--- src/rtl/dds_pkg.sv ---
// Shared DDS definitions: DAC sample/frame widths, control nibble and the
// SPI transmitter state encoding.
package dds_pkg;

  localparam int unsigned DAC_DATA_W  = 12;
  localparam int unsigned DAC_FRAME_W = 16;
  localparam logic [3:0]  DAC_CTRL    = 4'b0000;

  typedef enum logic [1:0] {
    IDLE,
    SHIFT,
    HOLD,
    GAP
  } dac_spi_state_t;

endpackage

--- src/rtl/spi_tick_gen.sv ---
// SCK half-period timer: pulses tick_o on every CLK_DIV-th enabled cycle and
// restarts from zero whenever en_i is low.
module spi_tick_gen #(
  parameter int unsigned CLK_DIV = 3
) (
  input  logic clk_i,
  input  logic rst_n_i,
  input  logic en_i,
  output logic tick_o
);

  localparam int unsigned W = $clog2(CLK_DIV + 1);
  localparam logic [W-1:0] LAST = W'(CLK_DIV - 1);

  logic [W-1:0] cnt_q, cnt_d;

  assign tick_o = en_i && (cnt_q == LAST);

  always_comb begin
    cnt_d = cnt_q;
    if (!en_i || cnt_q == LAST) begin
      cnt_d = '0;
    end else begin
      cnt_d = cnt_q + W'(1);
    end
  end

  always_ff @(posedge clk_i or negedge rst_n_i) begin
    if (!rst_n_i) begin
      cnt_q <= '0;
    end else begin
      cnt_q <= cnt_d;
    end
  end

endmodule

--- src/rtl/dac_spi_transmitter.sv ---
// Serialises one 12-bit DDS sample per valid/ready handshake into a 16-bit
// SPI frame (control nibble then sample, MSB first) for the DAC.
module dac_spi_transmitter
  import dds_pkg::*;
#(
  parameter int unsigned CLK_DIV = 3,
  parameter int unsigned CS_GAP  = 4
) (
  input  logic                  sysclk,
  input  logic                  reset,
  input  logic [DAC_DATA_W-1:0] sample_data,
  input  logic                  sample_valid,
  output logic                  sample_ready,
  output logic                  spi_cs,
  output logic                  spi_sck,
  output logic                  spi_mosi,
  output logic                  frame_done
);

  localparam int unsigned GW = $clog2(CS_GAP + 1);
  // Ready rises on the last gap cycle so a held valid starts the next frame
  // exactly CS_GAP cycles after cs went high.
  localparam logic [GW-1:0] GAP_LAST = GW'((CS_GAP > 1) ? CS_GAP - 2 : 0);

  dac_spi_state_t         state_q, state_d;
  logic [DAC_FRAME_W-1:0] shreg_q, shreg_d;
  logic [3:0]             bit_q, bit_d;
  logic [GW-1:0]          gap_q, gap_d;
  logic                   cs_q, cs_d;
  logic                   sck_q, sck_d;
  logic                   mosi_q, mosi_d;
  logic                   ready_q, ready_d;
  logic                   done_q, done_d;
  logic                   tick_en;
  logic                   tick;
  logic [DAC_FRAME_W-1:0] frame_w;

  assign frame_w = {DAC_CTRL, sample_data};

  spi_tick_gen #(
    .CLK_DIV(CLK_DIV)
  ) u_tick (
    .clk_i  (sysclk),
    .rst_n_i(reset),
    .en_i   (tick_en),
    .tick_o (tick)
  );

  always_comb begin
    state_d = state_q;
    shreg_d = shreg_q;
    bit_d   = bit_q;
    gap_d   = gap_q;
    cs_d    = cs_q;
    sck_d   = sck_q;
    mosi_d  = mosi_q;
    ready_d = ready_q;
    done_d  = 1'b0;
    tick_en = 1'b0;
    unique case (state_q)
      IDLE: begin
        if (sample_valid && ready_q) begin
          shreg_d = frame_w;
          bit_d   = 4'hF;
          cs_d    = 1'b0;
          sck_d   = 1'b1;
          mosi_d  = frame_w[DAC_FRAME_W-1];
          ready_d = 1'b0;
          state_d = SHIFT;
        end
      end
      SHIFT: begin
        tick_en = 1'b1;
        if (tick) begin
          if (sck_q) begin
            sck_d = 1'b0;
          end else begin
            sck_d = 1'b1;
            if (bit_q == 4'd0) begin
              state_d = HOLD;
            end else begin
              bit_d   = bit_q - 4'd1;
              shreg_d = {shreg_q[DAC_FRAME_W-2:0], 1'b0};
              mosi_d  = shreg_q[DAC_FRAME_W-2];
            end
          end
        end
      end
      HOLD: begin
        tick_en = 1'b1;
        if (tick) begin
          cs_d   = 1'b1;
          done_d = 1'b1;
          mosi_d = 1'b0;
          gap_d  = '0;
          if (CS_GAP == 1) begin
            ready_d = 1'b1;
            state_d = IDLE;
          end else begin
            state_d = GAP;
          end
        end
      end
      GAP: begin
        if (gap_q == GAP_LAST) begin
          ready_d = 1'b1;
          state_d = IDLE;
        end else begin
          gap_d = gap_q + GW'(1);
        end
      end
      default: state_d = IDLE;
    endcase
  end

  always_ff @(posedge sysclk or negedge reset) begin
    if (!reset) begin
      state_q <= IDLE;
      shreg_q <= '0;
      bit_q   <= '0;
      gap_q   <= '0;
      cs_q    <= 1'b1;
      sck_q   <= 1'b1;
      mosi_q  <= 1'b0;
      ready_q <= 1'b1;
      done_q  <= 1'b0;
    end else begin
      state_q <= state_d;
      shreg_q <= shreg_d;
      bit_q   <= bit_d;
      gap_q   <= gap_d;
      cs_q    <= cs_d;
      sck_q   <= sck_d;
      mosi_q  <= mosi_d;
      ready_q <= ready_d;
      done_q  <= done_d;
    end
  end

  assign sample_ready = ready_q;
  assign spi_cs       = cs_q;
  assign spi_sck      = sck_q;
  assign spi_mosi     = mosi_q;
  assign frame_done   = done_q;

endmodule
--- config.mk ---
export PLATFORM = sky130hd
export DESIGN_NAME = dac_spi_transmitter
export DESIGN_NICKNAME = d
export VERILOG_FILES = /design/src/rtl/dds_pkg.sv /design/src/rtl/spi_tick_gen.sv /design/src/rtl/dac_spi_transmitter.sv
export SDC_FILE = /design/constraint.sdc
export NUM_CORES = 1
export LEC_CHECK = 0
export BUFFER_PORTS_ARGS = -buffer_cell sky130_fd_sc_hd__buf_2
export CAP_MARGIN = 5
export CORE_UTILIZATION = 50
export DETAILED_ROUTE_END_ITERATION = 8
export PLACE_DENSITY = 0.73
export SLEW_MARGIN = 20
export SYNTH_ARGS = -nofsm -noshare
export SYNTH_HDL_FRONTEND = slang
export SYNTH_HIERARCHICAL = 1
export SYNTH_SLANG_ARGS = --single-unit
--- constraint.sdc ---
create_clock -name sysclk -period 2.3 [get_ports sysclk]
set_clock_uncertainty 0.2 [all_clocks]
set_input_delay 0.115 -clock sysclk [delete_from_list [all_inputs] [get_ports sysclk]]
set_output_delay 0.115 -clock sysclk [all_outputs]
set_load 0.005 [all_outputs]
# Word level (Yosys, flattened, before mapping)
# Cells that the tools add are included.
# op_classes
shift	0
n_bitwise	0
eq_ne	13
n_mux	38
reduce_logical	19
div_mod_pow	0
magnitude_cmp	0
n_addsub	3
n_mul	0
# op_table
operator	n
15-bit two-way mux	4
15-bit case mux with 2 select lines	1
4-bit two-way mux	4
2-bit inequality test, second input constant	8
2-bit two-way mux	7
1-bit two-way mux	13
3-bit AND reduction	4
6-bit AND reduction	2
2-bit case mux with 4 select lines	1
4-bit case mux with 2 select lines	1
2-bit nonzero test	4
2-bit equality test, second input constant	3
3-bit two-way mux	2
1-bit case mux with 2 select lines	3
3-bit case mux with 2 select lines	1
5-bit AND reduction	1
4-bit logical NOT	1
4-bit by 1-bit subtractor with 4-bit output, second input constant	1
3-bit by 1-bit adder with 3-bit output, second input constant	1
3-bit by 2-bit equality test with 1-bit output, second input constant	1
1-bit case mux with 3 select lines	1
3-bit nonzero test	1
2-bit by 1-bit adder with 2-bit output, second input constant	1
2-bit by 1-bit equality test with 1-bit output, second input constant	1
other kinds (5)	6
# word_totals
output_inout_bits	5
n_memories	0
register_bits	31
latch_bits	0
ramBits	0
mem_bits_ro	0

# Logic depth before layout (Yosys ltp)
# Gate-level depths: netlist of run 1.
# depth
word_depth	6
ltp_mapped	9
depth_no_buf	7

# Hierarchy
# The synthesis of run 1 kept the hierarchy.
# by_module_without_submodules
module	area_each_um2	instances	cells_per_inst
dac_spi_transmitter	1617.8	1	161
spi_tick_gen	88.8	1	7

# Worst setup path after synthesis of run 1
# No wires, ideal clock.
# synth_timing
path_kind	flip-flop to flip-flop
from	register state_q[0]
to	register shreg_q[0]
path_buffers	1
t_arrival_ns	2.124
path_stages_with_launch	9
path_slack_ns	-0.151
setup_time_ns	0.127
t_required_ns	1.973
cell_sequence	dfrtp_1 inv_1 ha_1 and2_2 nor2b_4 a2111oi_4 and2_1 buf_6 mux2_1
# synth_via
elab_chain_len	6
word_cells_on_any_way	13
classes_between	6 x eq/ne; 2 x mux; 5 x reduce/logical
# synth_rtl
element	line_no	rtl
start, declared	dac_spi_transmitter.sv:25	dac_spi_state_t state_q, state_d;
start signal, assigned	dac_spi_transmitter.sv:128	state_q <= state_d;
2-bit equality test / 2-bit by 1-bit equality test with 1-bit output (equally long branches)	dac_spi_transmitter.sv:60	unique case (state_q)
2-bit OR reduction (no source line) *	n/a	
1-bit two-way mux *	dac_spi_transmitter.sv:60	
1-bit logical AND *	spi_tick_gen.sv:17	assign tick_o = en_i && (cnt_q == LAST);
named net tick	dac_spi_transmitter.sv:35	logic tick;
2-bit inequality test (no source line) *	n/a	
5-bit AND reduction (no source line) *	n/a	
end signal, assigned	dac_spi_transmitter.sv:129	shreg_q <= shreg_d;
end, declared	dac_spi_transmitter.sv:26	logic [DAC_FRAME_W-1:0] shreg_q, shreg_d;
# Mark *: on every way through the listed nets, which the timed path passes. The rest lies on a longest branch.
# A chain may end at the register's enable or synchronous reset.

# Worst setup path in the final report of run 1
# layout_timing
from	register state_q[0]
to	register shreg_q[12]
# layout_via
elab_chain_len	6
word_cells_on_any_way	13
classes_between	6 x eq/ne; 2 x mux; 5 x reduce/logical
# layout_rtl
element	line_no
2-bit equality test / 2-bit by 1-bit equality test with 1-bit output (equally long branches)	dac_spi_transmitter.sv:60
2-bit OR reduction (no source line)	n/a
1-bit two-way mux	dac_spi_transmitter.sv:60
1-bit logical AND	spi_tick_gen.sv:17
2-bit inequality test (no source line)	n/a
5-bit AND reduction (no source line)	n/a
# Several ways; a longest one is shown, not always the timed one.

==> impl_metrics.env, run 1 <==
export IMPL_dp_hpwl_um=2246
export IMPL_timing_rr_end="shreg_q[12]"
export IMPL_relSlewSlack_pct=54.75
export IMPL_clk_insertion_delay_late_ns=0.33
export IMPL_antenna_cells=0
export IMPL_hold_slack_ns=0.1505
export IMPL_layout_drive_gt1_share_pct=24.53
export IMPL_place_gp_congestion=0.8582
export IMPL_clk_pin_slew_ns=0.10
export IMPL_syn_avg_cell_area_um2=10.16
export IMPL_yosysTopAreaCellShare_pct=41.06
export IMPL_leakagePower_nw=0.9699
export IMPL_ys_seq_elements=31
export IMPL_cp_max_fo=7
export IMPL_yosys_warnings=6
export IMPL_yosysUniqueCellTypes=36
export IMPL_fin_nets=237
export IMPL_hold_violations=0
export IMPL_setup_violations_final=0
export IMPL_worstMarginPinSlew_ns=0.6788
export IMPL_clk_path_buf_depth=2
export IMPL_grt_max_degree=32
export IMPL_reg2reg_setup_slack_ns=0.18
export IMPL_grt_overflow=0
export IMPL_drc=0
export IMPL_fin_crit_sh_pct=92.38
export IMPL_cts_made_buffers=5
export IMPL_grt_pass1_vias=1322
export IMPL_synthArstFlopShare_pct=100.0
export IMPL_first_pass_iters=4
export IMPL_wl_per_cell_um=13.11
export IMPL_die_h_um=60.43
export IMPL_track_usage_pct=21.47
export IMPL_drtIter0Drc=51
export IMPL_crit_type="reg2reg"
export IMPL_grt_antenna_before_repair=0
export IMPL_nFillCells=253
export IMPL_synth_common_cells="a21oi_1, dfrtp_1, mux2i_1, inv_1, ha_1"
export IMPL_status="finished clean"
export IMPL_synth_area_leaders="dfrtp_1, a21oi_1, mux2i_1, ha_1, dfstp_2"
export IMPL_dpl_cell_count=229
export IMPL_yosysSeqAreaShare_pct=45.67
export IMPL_area_delta_synth_final_pct=24.56
export IMPL_crit_arrival_ns=2.19
export IMPL_r2r_start="state_q[0]"
export IMPL_final_cells=256
export IMPL_cts_sinks=31
export IMPL_endpoint="shreg_q[12]"
export IMPL_worst_setup_path_start_kind="register"
export IMPL_cts_max_level=2
export IMPL_core_um2=3153
export IMPL_synth_top_area_cell="dfrtp_1"
export IMPL_hp_class="in2async"
export IMPL_vias=1367
export IMPL_yosysMostFrequentCell="a21oi_1"
export IMPL_vdd_drop_max_mv=0.7487
export IMPL_rr_worst_depth=7
export IMPL_crit_path_end_kind="register"
export IMPL_crit_required_ns=2.36
export IMPL_die_x_um=60.43
export IMPL_drv_cap=0
export IMPL_synth_edf_count=0
export IMPL_synthesis_area_um2=1707
export IMPL_synth_main_ff_cell="dfrtp_1"
export IMPL_root_buffer="clkbuf_4"
export IMPL_postRouteWirelength_um=3356
export IMPL_max_freq_ghz=0.4706
export IMPL_final_setup_tns_ns=0
export IMPL_rows=20
export IMPL_synth_fp_nets=194
export IMPL_rsz0062_at_grt="no"
export IMPL_power_density_nw_per_um2=1416
export IMPL_portBuffers=19
export IMPL_synth_cells=168
export IMPL_io_pins=20
export IMPL_die_area_um2=3651
export IMPL_drv_slew=0
export IMPL_start_util_pct=54.13
export IMPL_fin_crit_ns=2.125
export IMPL_cts_tree="yes"
export IMPL_antenna_left=0
export IMPL_crit_start="state_q[0]"
export IMPL_grt_pass1_wl_um=5678
export IMPL_vias_per_cell=5.340
state kept, by name (all words and copies together) (netlist names):
name          cells
state_q           2
spi_mosi          1
spi_cs            1
bit_q             4
gap_q             3
u_tick/cnt_q      2
shreg_q          15
frame_done        1
sample_ready      1
spi_sck           1
report_power, final:
group	total, mW	switching, mW	internal [mW]
Clock	0.301	0.182	0.119
Combinational	1.74	0.897	0.842
Sequential	0.970	0.176	0.794
critical path, cell delays in order (launching register included):
cell	delay, ns
dfrtp_2	0.45
buf_12	0.14
ha_4	0.17
and4bb_1	0.23
a2111oi_4	0.31
and2_4	0.23
buf_4	0.15
mux2i_1	0.18
logic make-up after synthesis:
group	after synthesis	share of synthesized area [%]
adders and majority gates	11	8.064
DFF	31	45.67
muxes	18	10.70
buffers and inverters	21	5.644
AOI/OAI and AO/OA	50	17.96
and+or+nand+nor	37	11.95
cell usage in the layout (no fill, tap or decap), types with 4 or more instances in the layout:
master,n
a21oi_1,34
buf_2,19
buf_4,10
clkbuf_4,5
dfrtp_1,27
dlygate4sd3_1,14
ha_1,9
inv_1,10
mux2i_1,16
nand2_1,9
nor2_1,7
nor3_1,4
nor3b_1,4
repair_timing:
item / 4_1_cts / 5_1_grt
hold endpoints to repair: 42 / 0
resized for setup: 0 / 2
hold buffers: 14 / 0
endpoints found under the setup margin: 0 / 5
setup buffers: 0 / 5
per-layer routing:
layer / track usage [%] / vias up / wire length, um
met1: 27.06 / 648 / 1573
met5: 0 / - / 0
met2: 33.91 / 27 / 1550
met4: 9.740 / 0 / 108
met3: 6.823 / 14 / 124
li1: - / 678 / -
metrics by stage:
step	setup slack (ns)	power (mW)	util, %	area [um2]
6_report	0.1753	3.010	67.42	2126
5_1_grt	0.02062	3.275	67.42	2126
4_1_cts	0.07759	2.869	65.63	2069
3_5_place_dp	0.09264	2.538	59.60	1879
3_3_place_gp	0.1632	2.458	59.60	1879
2_1_floorplan	-0.05684	2.189	-	1734
worst min-delay path by stage:
| stage | end | from | depth (start not counted) |
|---|---|---|---|
| after floorplan | bit_q[0] | reset | 0 |
| after global placement | gap_q[0] | reset | 1 |
| after detailed placement | gap_q[2] | reset | 1 |
| after CTS | shreg_q[14] | reset | 2 |
| after global routing | shreg_q[14] | reset | 2 |
| final | bit_q[3] | reset | 2 |
cell type report:
cell class              instances  area, um2  share of cell area (%)
repair buffers                 45      341.6                   16.07
well taps                      44      55.05                   2.590
inverters                      12      45.04                   2.119
clock inverters                 1      5.005                  0.2354
clock buffers                   7      45.04                   2.119
multi-input cells             116      853.3                   40.14
flip-flops and latches         31      780.7                   36.73
Note: power is estimated with default switching activity, not from simulation.
==> run 2, diff against run 1 <==
- CORE_UTILIZATION: 50 -> 34
- PLACE_DENSITY: 0.73 -> not set
- clock period: 2.3 -> 2 ns (I/O delays scaled with it)
==> run 2 against run 1 <==
Against the previous run: the flow now finishes with violations (negative setup slack); cell count up 16%; combinational power up 52%; fmax up 5.5%; setup slack worse by 0.19 ns; wire length up 16%; via count up 3.9%; core utilization down 16 points; critical path depth unchanged; highest routed layer unchanged.
==> impl_metrics.env, run 2 (synthesized netlist as in run 1, its figures left out) <==
export IMPL_crit_path_end_kind="register"
export IMPL_endpoint="shreg_q[0]"
export IMPL_drv_slew=0
export IMPL_antenna_cells=0
export IMPL_grt_antenna_before_repair=0
export IMPL_layout_drive_gt1_share_pct=41.30
export IMPL_cp_num_cells=7
export IMPL_status="complete, but fails checks"
export IMPL_clk_insertion_delay_late_ns=0.28
export IMPL_root_buffer="clkbuf_8"
export IMPL_final_cell_mix="dfrtp_1, buf_4, buf_2"
export IMPL_cts_made_buffers=5
export IMPL_max_freq_ghz=0.4965
export IMPL_worstMarginPinSlew_ns=0.7034
export IMPL_drtIter0Drc=54
export IMPL_area_delta_synth_final_pct=44.50
export IMPL_grt_pass1_wl_um=6306
export IMPL_hold_violations=0
export IMPL_vias_per_cell=4.781
export IMPL_grt_pass1_vias=1366
export IMPL_reg2reg_setup_slack_ns=-0.01
export IMPL_start_util_pct=35.66
export IMPL_vdd_drop_max_mv=0.5681
export IMPL_power_density_nw_per_um2=1789
export IMPL_rr_worst_depth=7
export IMPL_r2r_start="state_q[0]"
export IMPL_drv_cap=0
export IMPL_die_area_um2=5307
export IMPL_crit_arrival_ns=1.98
export IMPL_clk_path_buf_depth=2
export IMPL_wl_per_cell_um=13.13
export IMPL_reg_top3="shreg_q: 15 flops, bit_q: 4 flops, gap_q: 3 flops"
export IMPL_core_um2=4786
export IMPL_leakagePower_nw=1.104
export IMPL_grt_max_degree=32
export IMPL_cts_max_level=2
export IMPL_fin_crit_ns=2.014
export IMPL_path_buf_inv=1
export IMPL_dp_hpwl_um=2581
export IMPL_hp_class="in2reg"
export IMPL_portBuffers=19
export IMPL_fin_crit_sh_pct=100.7
export IMPL_worst_slack_ns=-0.01426
export IMPL_path_common_cell="and2_4"
export IMPL_postRouteWirelength_um=3901
export IMPL_cts_tree="yes"
export IMPL_crit_required_ns=1.97
export IMPL_antenna_left=0
export IMPL_fin_nets=255
export IMPL_vias=1420
export IMPL_crit_type="reg2reg"
export IMPL_worst_setup_path_start_kind="register"
export IMPL_timing_rr_end="shreg_q[0]"
export IMPL_rsz0062_at_grt="yes"
export IMPL_die_h_um=72.85
export IMPL_cp_slowest_stage_delay_ns=0.40
export IMPL_cp_max_fo=4
export IMPL_setup_violations_final=3
export IMPL_grt_overflow=0
export IMPL_critPathTopFamily="simple AND/OR/NAND/NOR gates"
export IMPL_regMostFlops="shreg_q"
export IMPL_relSlewSlack_pct=53.11
export IMPL_drc=0
export IMPL_track_usage_pct=15.86
export IMPL_worst_path_max_delay_cell="dfrtp_2"
export IMPL_clk_pin_slew_ns=0.07
export IMPL_place_ws_ns=-0.1558
export IMPL_crit_chain="inv_2, ha_4, and2_4, nor2b_4, a2111oi_4, and2_4, mux2_4"
export IMPL_largest_reg_flops=15
export IMPL_first_pass_iters=4
export IMPL_rows=25
export IMPL_failed_checks="negative setup slack"
export IMPL_die_x_um=72.85
export IMPL_place_gp_congestion=0.7681
export IMPL_io_pins=20
export IMPL_cts_sinks=31
export IMPL_crit_start="state_q[0]"
export IMPL_final_setup_tns_ns=-0.02922
export IMPL_nFillCells=427
==> run 2: final cells by class <==
type / count / area [um2] / share of cell area, %
timing repair buffer: 63 / 495.5 / 20.09
clock buffer: 6 / 82.58 / 3.349
tap: 67 / 83.83 / 3.399
inverter: 12 / 45.04 / 1.826
clock inverter: 2 / 35.03 / 1.421
multi-input combinational: 116 / 943.4 / 38.25
sequential: 31 / 780.7 / 31.66
==> run 2: metrics by stage <==
step | power, mW | area, um2 | util, % | cells | hold WS, ns
2_1_floorplan | 2.593 | 1760 | - | 168 | -0.3956
3_3_place_gp | 3.217 | 2069 | 43.24 | 270 | 0.008489
3_5_place_dp | 3.251 | 2069 | 43.24 | 270 | 0.003770
4_1_cts | 4.119 | 2372 | 49.57 | 294 | 0.006578
5_1_grt | 4.741 | 2466 | 51.53 | 297 | 0.01727
6_report | 4.412 | 2466 | 51.53 | 297 | 0.009817
==> run 2: report_power, final <==
part / switching, mW / total [mW] / internal [mW]
clock: 0.245 / 0.648 / 0.403
combinational: 1.29 / 2.64 / 1.35
sequential: 0.208 / 1.12 / 0.915
total: 1.74 / 4.41 / 2.67
==> run 2: worst min path at each step <==
stage,startpoint,endpoint,depth (start not counted)
finish,sample_data[0],shreg_q[0],3
floorplan,reset,bit_q[0],0
global route,sample_data[0],shreg_q[0],3
global placement,reset,u_tick/cnt_q[0],1
CTS,sample_data[0],shreg_q[0],3
detailed placement,reset,gap_q[0],1
==> run 2: tightest hold or removal path, stage by stage <==
cell	delay (ns)
buf_2	0.08
nor2b_1	0.13
mux2_4	0.15
==> run 2: timing repair <==
action	CTS	global route
setup endpoints to repair	20	22
hold buffers	13	0
hold endpoints to repair	41	0
pin swaps	1	2
cloned	0	1
gates resized for setup	5	17
buffers inserted	3	2
==> run 2: routing by layer <==
layer	vias to the layer above	routed length (um)	track usage, %
li1	710	-	-
met1	691	1873	20.31
met2	13	1869	24.92
met3	6	90	3.729
met4	0	67	8.279
met5	-	0	0
